[config.mk]
export PLATFORM = sky130hd
export DESIGN_NAME = regfile_write_ctrl
export DESIGN_NICKNAME = d
export VERILOG_FILES = /design/src/rtl/regfile_write_ctrl.sv
export SDC_FILE = /design/constraint.sdc
export NUM_CORES = 1
export LEC_CHECK = 0
export ABC_CLOCK_PERIOD_IN_PS = 3000
export BUFFER_PORTS_ARGS = -buffer_cell sky130_fd_sc_hd__buf_4
export CAP_MARGIN = 15
export CELL_PAD_IN_SITES_DETAIL_PLACEMENT = 2
export CELL_PAD_IN_SITES_GLOBAL_PLACEMENT = 2
export CORE_ASPECT_RATIO = 1.25
export CORE_UTILIZATION = 18
export CTS_CLUSTER_DIAMETER = 50
export DETAILED_ROUTE_END_ITERATION = 6
export GPL_TIMING_DRIVEN = 0
export PLACE_DENSITY = 0.85
export REMOVE_ABC_BUFFERS = 1
export SLEW_MARGIN = 10
export SYNTH_ARGS = -nofsm -noshare
export SYNTH_HDL_FRONTEND = slang
export SYNTH_SLANG_ARGS = --single-unit
[constraint.sdc]
create_clock -name clk -period 3 [get_ports clk]
set_clock_uncertainty 0.2 [all_clocks]
set_input_delay 0.45 -clock clk [delete_from_list [all_inputs] [get_ports clk]]
set_output_delay 0.45 -clock clk [all_outputs]
set_load 0.01 [all_outputs]
[src/rtl/regfile_write_ctrl.sv]
// Write-port controller for the 32x32 register file: clears all registers after reset,
// then shares the single write port between core writeback and a debug channel.
module regfile_write_ctrl #(
  parameter int NREGS      = 32,
  parameter int DATA_W     = 32,
  parameter int STARVE_MAX = 4
) (
  input  logic              clk,
  input  logic              rst,
  input  logic              core_we,
  input  logic [4:0]        core_rd,
  input  logic [DATA_W-1:0] core_wd,
  input  logic              dbg_valid,
  input  logic [4:0]        dbg_addr,
  input  logic [DATA_W-1:0] dbg_data,
  output logic              dbg_ready,
  output logic              stall,
  output logic              init_done,
  output logic              rf_we,
  output logic [4:0]        rf_a3,
  output logic [DATA_W-1:0] rf_wd
);

  // state  | meaning
  // INIT   | clear sweep, one register per cycle, core stalled
  // RUN    | core writeback has priority, debug takes the port when core is idle
  // FORCE  | one-cycle debug slot after starvation, core stalled
  typedef enum logic [1:0] {
    S_INIT  = 2'd0,
    S_RUN   = 2'd1,
    S_FORCE = 2'd2
  } state_t;

  localparam logic [4:0] LAST_IDX   = 5'(NREGS - 1);
  localparam logic [3:0] STARVE_CNT = 4'(STARVE_MAX);

  state_t     state_q, state_d;
  logic [4:0] idx_q, idx_d;
  logic [3:0] cnt_q, cnt_d;
  logic [3:0] cnt_inc;
  logic       core_wr;
  logic       dbg_wr;

  // Writes to x0 are dropped so they never occupy the port.
  assign core_wr = core_we && (core_rd != 5'd0);
  assign dbg_wr  = dbg_valid && (dbg_addr != 5'd0);
  assign cnt_inc = cnt_q + 4'd1;

  always_ff @(posedge clk or negedge rst) begin
    if (!rst) begin
      state_q <= S_INIT;
      idx_q   <= 5'd0;
      cnt_q   <= 4'd0;
    end else begin
      state_q <= state_d;
      idx_q   <= idx_d;
      cnt_q   <= cnt_d;
    end
  end

  always_comb begin
    state_d = state_q;
    idx_d   = idx_q;
    cnt_d   = cnt_q;
    case (state_q)
      S_INIT: begin
        idx_d = idx_q + 5'd1;
        cnt_d = 4'd0;
        if (idx_q == LAST_IDX) begin
          state_d = S_RUN;
          idx_d   = 5'd0;
        end
      end
      S_RUN: begin
        if (dbg_valid && core_wr) begin
          if (cnt_inc == STARVE_CNT) begin
            state_d = S_FORCE;
            cnt_d   = 4'd0;
          end else begin
            cnt_d = cnt_inc;
          end
        end else begin
          cnt_d = 4'd0;
        end
      end
      S_FORCE: begin
        state_d = S_RUN;
        cnt_d   = 4'd0;
      end
      default: begin
        state_d = S_INIT;
        idx_d   = 5'd0;
        cnt_d   = 4'd0;
      end
    endcase
  end

  // Outputs are gated by rst directly so an asserted reset takes effect without an edge.
  always_comb begin
    rf_we     = 1'b0;
    rf_a3     = 5'd0;
    rf_wd     = '0;
    stall     = 1'b1;
    dbg_ready = 1'b0;
    init_done = 1'b0;
    if (rst) begin
      case (state_q)
        S_INIT: begin
          rf_we = 1'b1;
          rf_a3 = idx_q;
        end
        S_RUN: begin
          init_done = 1'b1;
          stall     = 1'b0;
          if (core_wr) begin
            rf_we = 1'b1;
            rf_a3 = core_rd;
            rf_wd = core_wd;
          end else begin
            dbg_ready = 1'b1;
            rf_we     = dbg_wr;
            rf_a3     = dbg_addr;
            rf_wd     = dbg_data;
          end
        end
        S_FORCE: begin
          init_done = 1'b1;
          dbg_ready = 1'b1;
          rf_we     = dbg_wr;
          rf_a3     = dbg_addr;
          rf_wd     = dbg_data;
        end
        default: ;
      endcase
    end
  end

endmodule

==> results of run 1 <==
==> flip-flops by register name (all words and copies together), names as in the netlist <==
register and cells:
cnt_q 4, idx_q 5, state_q 2
==> area by class of cell <==
type / count / share of cell area (%)
timing repair buffer: 125 / 42.20
multi-input combinational: 111 / 38.46
sequential: 11 / 12.09
tap: 87 / 4.780
clock buffer: 4 / 1.978
inverter: 3 / 0.4945
==> through the flow <==
step	total power (W)	cells	setup WS, ns	util (%)
after floorplan	0.0005284	124	0.1322	-
after global placement	0.0008269	329	-0.5499	32.57
after detailed placement	0.0008711	330	-0.3194	32.99
after CTS	0.001052	336	0.02750	34.10
after global routing	0.001148	341	0.01950	34.69
final	0.001069	341	0.1694	34.69
==> metal layers <==
layer,track usage (%),vias to the layer above
met1,21.93,833
met4,4.321,0
li1,-,798
met2,30.31,56
met5,0,-
met3,3.004,8
==> cells by family after synthesis <==
| family | synth area share, % |
|---|---|
| and+or+nand+nor | 16.12 |
| adders and majority gates | 8.164 |
| muxes | 0.9183 |
| DFF | 22.45 |
| xor gates and xnor gates | 1.429 |
| buffers and inverters | 7.652 |
| AOI/OAI and AO/OA | 43.26 |
==> what timing repair did <==
| action | in CTS | in global routing |
|---|---|---|
| hold buffers | 1 | 0 |
| gates cloned | 1 | 0 |
| buffers inserted | 0 | 5 |
| pin swaps | 1 | 1 |
| endpoints found under the hold margin | 11 | 0 |
| setup endpoints to repair | 33 | 28 |
| resized for setup | 4 | 1 |
==> worst max-delay path, stage by stage, from the launching register on <==
cell and delay [ns]:
dfrtp_1 0.42, inv_1 0.11, ha_1 0.29, and2_1 0.30
o21a_4 0.22, and2_4 0.28, a32o_1 0.19, buf_4 0.13
==> power groups by stage <==
stage	Clock, W	Sequential (W)	Combinational [W]
6_report	0.000153	0.000196	0.000720
5_1_grt	0.000167	0.000198	0.000783
4_1_cts	0.000161	0.000195	0.000696
3_5_place_dp	0	0.000196	0.000675
3_3_place_gp	0	0.000194	0.000633
2_1_floorplan	0	0.000189	0.000339
==> path summary, 6_finish.rpt <==
check / from / endpoint / slack (ns) / cells after the start
setup / recovery: state_q[1] / rf_wd[13] / 0.17 / 7
hold / removal: dbg_valid / cnt_q[3] / 0.29 / 2
setup reg to reg: idx_q[0] / idx_q[3] / 0.93 / 7
hold reg to reg: cnt_q[0] / cnt_q[0] / 0.34 / 1
max in group asynchronous: rst / state_q[0] / 2.02 / 2
min in group asynchronous: rst / idx_q[0] / 0.40 / 2
==> cells in the final DEF (no fill, tap or decap), types with 5 or more instances in the layout <==
cell     count
nand2_1     11
o21ai_0      6
a32o_1      32
dfrtp_1     11
nor2_1       7
o22ai_1      5
buf_4      123
ha_1         8
a22oi_1      5
==> metrics.txt, run 1 <==
status complete, no violations; DR iter-0 viols 84; drt pass-1 iters 4; met1 wire length around 2500 µm; Met3 Routed Length 261 µm; row cnt 33; Max Used Layer met4; Slew @ Worst Pin slightly below 0.6 ns; syn_area_per_cell 8.950 µm²; Antenna Nets Post-Route 0; Ys Warns 0; Arr. time, crit path 2.18 ns; Placed Area 2166 µm²; multi-input logic area 875.8 µm²; wire per inst 18.48 µm; Hold Path Class in2reg; Inserted Clock Buffers 3; H-tree Lvls 1; CTS tree yes; Die Y-Extent 94.28 µm; antenna violations before repair 0; Die W approximately 76 µm; register area 275.3 µm²; Total GRT Usage 17.53%; Slew Limit Fails 0; Antenna Cells 0; NetSw around 0.00046 W; Setup Viol. Count Final 0; I/O Buffers 118; Startpoint Class flop; Clock Tree Root clkbuf_8; vias in the first global route 1855; Die ar. 7148 µm²; sw frac 43.32%; worst-path maximum fanout 16; # nets final 341; Layout area overhead 85.71%; sequential-to-total area share from yosys stat 22.45%; #FFs+latches synth 11; required time of the critical path 2.35 ns; clock sink count 11; setup TNS 0 ns; power per cell area 469.4 nW/µm²; CP Class reg2out; via count 1695; Final Hold Vio Count 0; Top FF cell, synth dfrtp_1; post-synthesis cell type count 36; Slew Limit Headroom 60.25%; cell taking the most area after synthesis a32o_1; largest net degree at the start of global routing 34; Clock power frac 14.3%; Lkg Pwr 1.113 nW; vias per std cell 4.971; CORE AREA about 6600 µm²; Comb pwr share about two thirds; Max-Cap Viols 0; Post-Synthesis Cells 137; Sequential Power Share 18.3%; share of layout cells above drive strength 1 52.76%; Post-synth ARST share 100.0%; Cell Area, Synth 1226 µm²; Final Cycle Share 94.35%; starting density of the core 18.68%; Routed Wire Length about 6300 µm; Clock Latency Late Sink approximately 0.24 ns; first-pass GRT wire length between 9000 and 10000 µm; Max Freq 0.3533 GHz; clock buffer depth 2; DR WL met2 3448 µm; Final HPWL DP 4968 µm; Ports 119; Final GP Congestion 0.7148; EDFF count, synth 0; RSZ-0062 raised after global routing false; hold_ws 0.2925 ns; FILL cells approximately 730; CP Capture Type output pin; top-count cell post-synth a32o_1; residual DRC count 0; Yosys top cell area share 26.12%; Worst VDD drop 0.2499 mV; Power Internal 0.0006058 W; top cells by area, synth a32o_1, dfrtp_1, ha_1, buf_6, nand2_1; Min Clock Period, post-route 2.831 ns; CTS clk-pin slew, worst paths 0.05 ns; GRT overflow 0; final instance area 2277 µm²; top cells by count, synth a32o_1, dfrtp_1, nand2_1, ha_1, nor2_1
Power figures use the tool's default switching activity.
==> run 2, diff against run 1 <==
BUFFER_PORTS_ARGS = default   (was -buffer_cell sky130_fd_sc_hd__buf_4)
CORE_UTILIZATION = 30   (was 18)
DONT_BUFFER_PORTS = 1   (was default)
PLACE_DENSITY = 0.81   (was 0.85)
==> metrics.txt, run 2 (synthesis gave the netlist of run 1 again) <==
status complete, no violations; CORE AREA about 3800 µm²; Lkg Pwr 0.4893 nW; wire per inst between 20 and 30 µm; DR iter-0 viols 20; Die Y-Extent 73.48 µm; antenna violations before repair 0; FILL cells 428; Antenna Nets Post-Route 0; Routed Wire Length 4779 µm; CTS tree yes; Slew Limit Fails 0; Die ar. 4349 µm²; Startpoint Class flop; setup TNS 0 ns; largest net degree at the start of global routing 34; clock sink count 11; CTS clk-pin slew, worst paths 0.05 ns; Final GP Congestion 0.8335; Hold Path Class in2reg; Antenna Cells 0; vias in the first global route 1230; clock buffer depth 2; required time of the critical path 2.35 ns; Slew Limit Headroom 61.64%; Die W approximately 60 µm; Clock Latency Late Sink 0.25 ns; total setup buffers inserted after CTS 0; RSZ-0062 raised after global routing false; Max-Cap Viols 0; Final Hold Vio Count 0; residual DRC count 0; commonest cells after routing, fill and taps aside a32o_1, nand2_1, dfrtp_1; Clock Tree Root clkbuf_8; worst-path maximum fanout 20; vias per std cell 6.746; Slew @ Worst Pin between 0.5 and 0.6 ns; Tot Pwr around 0.0008 W; max FFs per register 5; Ports roughly 120; drt pass-1 iters 4; Largest regs idx_q x5, cnt_q x4, state_q x2; Setup Viol. Count Final 0; # nets final 218; CP Class reg2out; Final Cycle Share 94.19%; DP Worst Slack -0.4357 ns; Arr. time, crit path 2.18 ns; power per cell area 629.8 nW/µm²; Biggest register idx_q; Min Clock Period, post-route 2.826 ns; CP Capture Type output pin; H-tree Lvls 1; Max Freq 0.3539 GHz; Layout area overhead 4.898%; starting density of the core 31.87%; commonest non-fill, non-tap cell in the layout a32o_1; via count 1248; GRT overflow 0; Final HPWL DP 3499 µm; post-route setup slack 0.1743 ns; row cnt 25; share of layout cells above drive strength 1 under 10%; first-pass GRT wire length 6575 µm; Worst VDD drop 0.1385 mV; Total GRT Usage between 20% and 30%; Inserted Clock Buffers 3; I/O Buffers 0
-- run 2: per-stage QoR --
stage                     utilization, %  area (µm²)  instances  hold slack [ns]
after floorplan                        -        1144        124         -0.04559
after global placement             31.48        1211        178         -0.04533
after detailed placement           31.48        1211        178         -0.04529
after CTS                          33.20        1277        184           0.1496
after global routing               33.43        1286        185           0.1476
final                              33.43        1286        185           0.1515
-- run 2: area by class of cell --
type | instances | area [µm²] | share of cell area [%]
Inverter | 3 | 11.26 | 0.8755
Multi-Input combinational cell | 112 | 877.1 | 68.19
Tap cell | 54 | 67.56 | 5.253
Timing Repair Buffer | 1 | 10.01 | 0.7782
Clock buffer | 4 | 45.04 | 3.502
Sequential cell | 11 | 275.3 | 21.40
-- run 2: what timing repair did --
action,in CTS,in global routing
hold buffers,1,0
gates cloned,1,1
setup endpoints to repair,33,32
hold endpoints to repair,11,0
gates resized for setup,3,1
pin swaps,1,1
-- run 2: path summary, 6_finish.rpt --
check	depth (start not counted)	startpoint	slack [ns]	endpoint
worst max-delay path	5	state_q[0]	0.17	rf_wd[31]
worst min-delay path	1	dbg_valid	0.15	cnt_q[3]
worst max register to register	7	idx_q[0]	0.92	idx_q[3]
worst min register to register	1	cnt_q[0]	0.34	cnt_q[0]
max in group asynchronous	1	rst	1.79	idx_q[3]
min in group asynchronous	1	rst	0.43	cnt_q[3]
-- run 2: critical path: stages, from the launching register on --
cell and delay, ns:
dfrtp_1 0.42, inv_1 0.09, ha_1 0.46, and2_4 0.36, and2_4 0.32, a32o_1 0.26
-- run 2: layer usage --
layer	GRT usage, %	routed length, µm
met5	0	0
met4	8.201	58
met3	6.514	334
met2	36.20	2601
met1	22.07	1786
-- run 2: report_power, final --
part / switching (W) / total (W) / leakage (nW) / internal, W
sequential: 0.0000278 / 0.000195 / 0.150 / 0.000168
combinational: 0.000310 / 0.000456 / 0.317 / 0.000145
clock: 0.0000650 / 0.000159 / 0.0228 / 0.0000940
